==> src/rtl/hwpe_sel_ctrl.sv <==
// Upstream select/clock-enable controller for the HWPE subsystem: a select change
// happens only after cfg traffic is blocked and drained, the HWPE is idle, and its clock has settled off.
module hwpe_sel_ctrl #(
  parameter int unsigned N_HWPES         = 2,
  parameter int unsigned DEFAULT_SEL     = 0,
  parameter int unsigned SETTLE_CYCLES   = 2,
  parameter int unsigned MAX_OUTSTANDING = 4,
  parameter int unsigned SW              = (N_HWPES > 1) ? $clog2(N_HWPES) : 1
) (
  input  logic          clk_i,
  input  logic          rst_i,
  input  logic          hwpe_en_req_i,
  input  logic          sel_req_i,
  input  logic [SW-1:0] sel_i,
  output logic          sel_gnt_o,
  output logic          sel_err_o,
  input  logic          busy_i,
  input  logic          cfg_req_i,
  input  logic          cfg_gnt_i,
  input  logic          cfg_r_valid_i,
  output logic          cfg_block_o,
  output logic [SW-1:0] hwpe_sel_o,
  output logic          hwpe_en_o
);

  localparam int unsigned CW  = $clog2(MAX_OUTSTANDING + 1);
  localparam int unsigned STW = (SETTLE_CYCLES > 1) ? $clog2(SETTLE_CYCLES) : 1;
  localparam int unsigned SL  = SETTLE_CYCLES - 1;

  localparam logic [SW:0]    N_EXT       = N_HWPES[SW:0];
  localparam logic [SW-1:0]  DEF_SEL     = DEFAULT_SEL[SW-1:0];
  localparam logic [CW-1:0]  MAX_CNT     = MAX_OUTSTANDING[CW-1:0];
  localparam logic [STW-1:0] SETTLE_LOAD = SL[STW-1:0];

  typedef enum logic [1:0] {
    RUN    = 2'd0,
    DRAIN  = 2'd1,
    GATE   = 2'd2,
    SWITCH = 2'd3
  } state_e;

  state_e         state_q, state_d;
  logic [SW-1:0]  target_q, target_d;
  logic [STW-1:0] settle_q, settle_d;
  logic [CW-1:0]  cnt_q, cnt_d;

  logic [SW-1:0]  hwpe_sel_q, hwpe_sel_d;
  logic           hwpe_en_q, hwpe_en_d;
  logic           sel_gnt_q, sel_gnt_d;
  logic           sel_err_q, sel_err_d;
  logic           cfg_block_q, cfg_block_d;

  logic           sel_invalid_s;
  logic           cnt_inc_s;
  logic           cnt_dec_s;

  assign sel_invalid_s = ({1'b0, sel_i} >= N_EXT);
  assign cnt_inc_s     = cfg_req_i & cfg_gnt_i;
  assign cnt_dec_s     = cfg_r_valid_i;

  // Outstanding cfg counter: saturates at both ends, simultaneous inc/dec cancels.
  always_comb begin
    cnt_d = cnt_q;
    if (cnt_inc_s && cnt_dec_s) begin
      cnt_d = cnt_q;
    end else if (cnt_inc_s && (cnt_q != MAX_CNT)) begin
      cnt_d = cnt_q + {{(CW-1){1'b0}}, 1'b1};
    end else if (cnt_dec_s && (cnt_q != {CW{1'b0}})) begin
      cnt_d = cnt_q - {{(CW-1){1'b0}}, 1'b1};
    end else begin
      cnt_d = cnt_q;
    end
  end

  always_comb begin
    state_d   = state_q;
    target_d  = target_q;
    settle_d  = settle_q;
    sel_gnt_d = 1'b0;
    sel_err_d = 1'b0;
    case (state_q)
      RUN: begin
        if (sel_req_i) begin
          if (sel_invalid_s) begin
            sel_err_d = 1'b1;
          end else if (sel_i == hwpe_sel_q) begin
            sel_gnt_d = 1'b1;
          end else begin
            target_d = sel_i;
            state_d  = DRAIN;
          end
        end else begin
          state_d = RUN;
        end
      end
      DRAIN: begin
        if (!busy_i && (cnt_q == {CW{1'b0}})) begin
          state_d  = GATE;
          settle_d = SETTLE_LOAD;
        end else begin
          state_d = DRAIN;
        end
      end
      GATE: begin
        if (settle_q == {STW{1'b0}}) begin
          state_d = SWITCH;
        end else begin
          settle_d = settle_q - {{(STW-1){1'b0}}, 1'b1};
        end
      end
      SWITCH: begin
        state_d   = RUN;
        sel_gnt_d = 1'b1;
      end
      default: begin
        state_d = RUN;
      end
    endcase
  end

  // Outputs are decoded from the next state so they line up with the state they describe.
  always_comb begin
    hwpe_sel_d  = hwpe_sel_q;
    hwpe_en_d   = 1'b0;
    cfg_block_d = (state_d != RUN) | (cnt_d == MAX_CNT);
    if ((state_d == RUN) || (state_d == DRAIN)) begin
      hwpe_en_d = hwpe_en_req_i;
    end else begin
      hwpe_en_d = 1'b0;
    end
    if (state_d == SWITCH) begin
      hwpe_sel_d = target_q;
    end else begin
      hwpe_sel_d = hwpe_sel_q;
    end
  end

  always_ff @(posedge clk_i) begin
    if (rst_i) begin
      state_q  <= RUN;
      target_q <= DEF_SEL;
      settle_q <= {STW{1'b0}};
      cnt_q    <= {CW{1'b0}};
    end else begin
      state_q  <= state_d;
      target_q <= target_d;
      settle_q <= settle_d;
      cnt_q    <= cnt_d;
    end
  end

  always_ff @(posedge clk_i) begin
    if (rst_i) begin
      hwpe_sel_q  <= DEF_SEL;
      hwpe_en_q   <= 1'b0;
      sel_gnt_q   <= 1'b0;
      sel_err_q   <= 1'b0;
      cfg_block_q <= 1'b0;
    end else begin
      hwpe_sel_q  <= hwpe_sel_d;
      hwpe_en_q   <= hwpe_en_d;
      sel_gnt_q   <= sel_gnt_d;
      sel_err_q   <= sel_err_d;
      cfg_block_q <= cfg_block_d;
    end
  end

  assign hwpe_sel_o  = hwpe_sel_q;
  assign hwpe_en_o   = hwpe_en_q;
  assign sel_gnt_o   = sel_gnt_q;
  assign sel_err_o   = sel_err_q;
  assign cfg_block_o = cfg_block_q;

endmodule

==> config.mk <==
export PLATFORM = sky130hd
export DESIGN_NAME = hwpe_sel_ctrl
export DESIGN_NICKNAME = d
export VERILOG_FILES = /design/src/rtl/hwpe_sel_ctrl.sv
export SDC_FILE = /design/constraint.sdc
export NUM_CORES = 1
export LEC_CHECK = 0
export CAP_MARGIN = 10
export CORE_MARGIN = 10
export CORE_UTILIZATION = 45
export DETAILED_ROUTE_END_ITERATION = 10
export PLACE_DENSITY = 0.72
export REMOVE_ABC_BUFFERS = 1
export SLEW_MARGIN = 10
export SYNTH_ARGS = -nofsm -noshare
export SYNTH_HDL_FRONTEND = slang
export SYNTH_SLANG_ARGS = --single-unit
==> constraint.sdc <==
create_clock -name clk_i -period 5.4 [get_ports clk_i]
set_input_delay 1.62 -clock clk_i [delete_from_list [all_inputs] [get_ports clk_i]]
set_output_delay 1.62 -clock clk_i [all_outputs]
set_load 0.02 [all_outputs]
==> run_results.csv, run 1 <==
group,metric,value,unit
drt,drc,0,
timing,finalSetupViolCount,0,
setup_path,end_kind,"flip-flop",
yosys,synth_seq_cells,11,
drt,firstDrtPassIters,4,
final_layout,drive_gt1_share,8.70,%
yosys,synth_edf_count,0,
setup_path,max_stage_delay,470,ps
global_routing,grt_pass1_vias,547,
clock_tree,cts_buffers,3,
timing,finClkSkew,2.75,ps
floorplan,ioPinCount,14,
setup_path,worstPathCellList,"clkdlybuf4s50_1 -> nand2_1 -> and3_2 -> a22oi_1 -> or4_1 -> a41oi_1",
setup_path,cp.arrival,3230,ps
global_routing,grt_pass1_wl,2.30,mm
timing,rsz0062_at_grt,"false",
global_routing,grt_use_total,8.46,%
drt,top_layer_used,"met4",
global_routing,antenna_found_initial,0,
clock_tree,cts_tree,"done",
pwr,power,0.000268,W
timing,slew_viol_final,0,
clock_tree,cts_hold_buf,0,
yosys,seq_area_frac_synth,32.8,%
job,maxCapViolations,0,
yosys,synth_cells,78,
placement,dp_hpwl,1.09,mm
global_routing,overflow,0,
drt,wl_met2,679,um
clock_tree,clock_path_buffers,2,
timing,hold_violations,0,
yosys,ys.flop_type,"dfxtp_1",
floorplan,rows,13,
timing,period_share,56.3,%
final_layout,fin_nets,109,
setup_path,start_kind,"primary input",
setup_path,cp.required,5580,ps
hold_path,hold_path.class,"reg2reg",
pwr,ir_drop,0.175,mV
placement,port-buffer-count,12,
pwr,p_per_area,324,nW/um2
timing,layout_min_cycle_time,3040,ps
global_routing,grt_max_degree,12,
floorplan,die_x,58.6,um
yosys,ys_warn_count,0,
drt,drtAntennaViolNets,0,
drt,drt_iter0_drc,17,
yosys,ys_async_sr_fraction,0,%
setup_path,worst_path_max_delay_cell,"or4_1",
yosys,synthesis.area,672,um2
floorplan,die_h,58.6,um
clock_tree,cts_setup_buffers,0,
clock_tree,clk_pin_slew,70,ps
drt,wl_met3,97,um
final_layout,area_delta_synth_final,22.9,%
drt,vias_per_cell,5.57,
floorplan,die-area,3440,um2
floorplan,core,1350,um2
clock_tree,clkSinkCount,11,
yosys,yosys.cell_types.count,34,
clock_tree,h-tree-depth,1,
clock_tree,cts-root-buf,"clkbuf_4",
drt,drt-total-wl,1.33,mm
drt,via_count,596,
timing,timing.fmax,329,MHz
yosys,avgSynthCellArea,8.61,um2
floorplan,initial_core_util,49.8,%
placement,place.gp.congestion,0.841,
final_layout,diodes,0,
drt,wl_met1,534,um
timing,setup_tns,0,ps
clock_tree,cts-resized-gates,0,
setup_path,worstPathMaxFanout,6,
drt,routedWlPerCell,12.4,um
pwr,leakage,0.340,nW
outcome,status,"complete, no violations",
setup_path,crit_type,"in2reg",
clock_tree,clock_latency,270,ps
==> synth_stat cells (2+ instances only) <==
cell	instances	share of area, %
nor3b_1	2	2.2
inv_1	5	2.8
a21oi_1	5	3.7
o21a_1	2	2.2
o21ai_0	5	3.7
nand3_1	2	1.5
dfxtp_1	11	33
xor2_1	2	2.6
ha_1	7	13
nand2_1	4	2.2
nor2_1	9	5.0
nor4_1	2	1.9
==> layer usage <==
layer  vias up  track usage, %
li1        301               -
met1       281            8.12
met2         9            14.4
met3         5            4.72
met4         0            3.93
met5         -               0
==> where the power goes <==
group	switching, W	internal (W)	total, W
Clock	0.0000272	0.0000286	0.0000558
Combinational	0.0000550	0.0000524	0.000107
Sequential	0.0000111	0.0000935	0.000105
Total	0.0000932	0.000175	0.000268
==> kinds of logic (layout without fill, tap and decap cells) <==
| kind of cell | after synthesis | count (layout) | synth area share (%) |
|---|---|---|---|
| flops | 11 | 11 | 32.8 |
| fa+ha+maj | 7 | 7 | 13.0 |
| xor+xnor | 3 | 3 | 3.91 |
| buf+inv | 7 | 21 | 4.47 |
| compound gates | 19 | 19 | 18.4 |
| simple gates | 29 | 29 | 25.3 |
| other cells | 1 | 1 | 0.558 |
| mux | 1 | 1 | 1.49 |
==> worst max-delay path: cells and delay by family <==
kind                   cells  cell delay, ps
buffers and inverters      1             400
AND/OR/NAND/NOR            3             890
AO/OA/AOI/OAI              2             310
==> flip-flops by register name, indices dropped and copies added (netlist names) <==
signal / count
cnt_q: 3
state_q: 2
cfg_block_o: 1
hwpe_en_o: 1
hwpe_sel_o: 1
sel_gnt_o: 1
settle_q: 1
target_q: 1
==> layout make-up <==
cell class	count	area [um2]
clock buffers	4	26.3
fillers	123	524
inverters	5	18.8
multi-input cells	60	422
flip-flops and latches	11	220
well taps	15	18.8
repair buffers	12	120
==> cells in the final DEF (no fill, tap or decap), drive strengths merged, types with 2 or more instances in the layout <==
master / instances
nand2: 4
o21a: 2
nand3: 2
clkbuf: 4
a21oi: 5
o21ai: 5
xor2: 2
nor3: 2
dfxtp: 11
clkdlybuf4s50: 12
ha: 7
nor3b: 2
inv: 5
nor2: 9
nor4: 2
==> stage by stage <==
stage                     util (%)  hold slack (ps)  instances  area [um2]  setup slack (ps)
after detailed placement      59.2              458        103         800              2080
after global routing          61.2              495        107         826              2220
final                         61.2              463        107         826              2360
after floorplan                  -              431         76         661              2600
after global placement        59.2              448        103         800              2060
after CTS                     61.2              469        107         826              2340
==> worst paths after layout <==
path | start | endpoint | slack [ps] | cells after the start
max | cfg_req_i | cfg_block_o$_SDFF_PP0_ | 2360 | 6
min reg2reg | settle_q$_SDFFE_PP0P_ | settle_q$_SDFFE_PP0P_ | 460 | 2
min | settle_q$_SDFFE_PP0P_ | settle_q$_SDFFE_PP0P_ | 460 | 2
max reg2reg | cnt_q[0]$_SDFF_PP0_ | cfg_block_o$_SDFF_PP0_ | 3390 | 7
Note: power is estimated with default switching activity, not from simulation.
==> run 2: changes to the inputs <==
Clock period 5.4 ns to 2.9 ns, I/O delays scaled along.
==> results of run 2 <==
The final DEF is identical to that of run 1. Status: complete, no violations.
Main changes from that run: setup slack after placement 2080 ps -> 327 ps; setup slack after layout 2360 ps -> 610 ps; register-to-register setup slack 3390 ps -> 890 ps; total power 0.000268 W -> 0.000499 W; worst IR drop on VDD 0.175 mV -> 0.327 mV
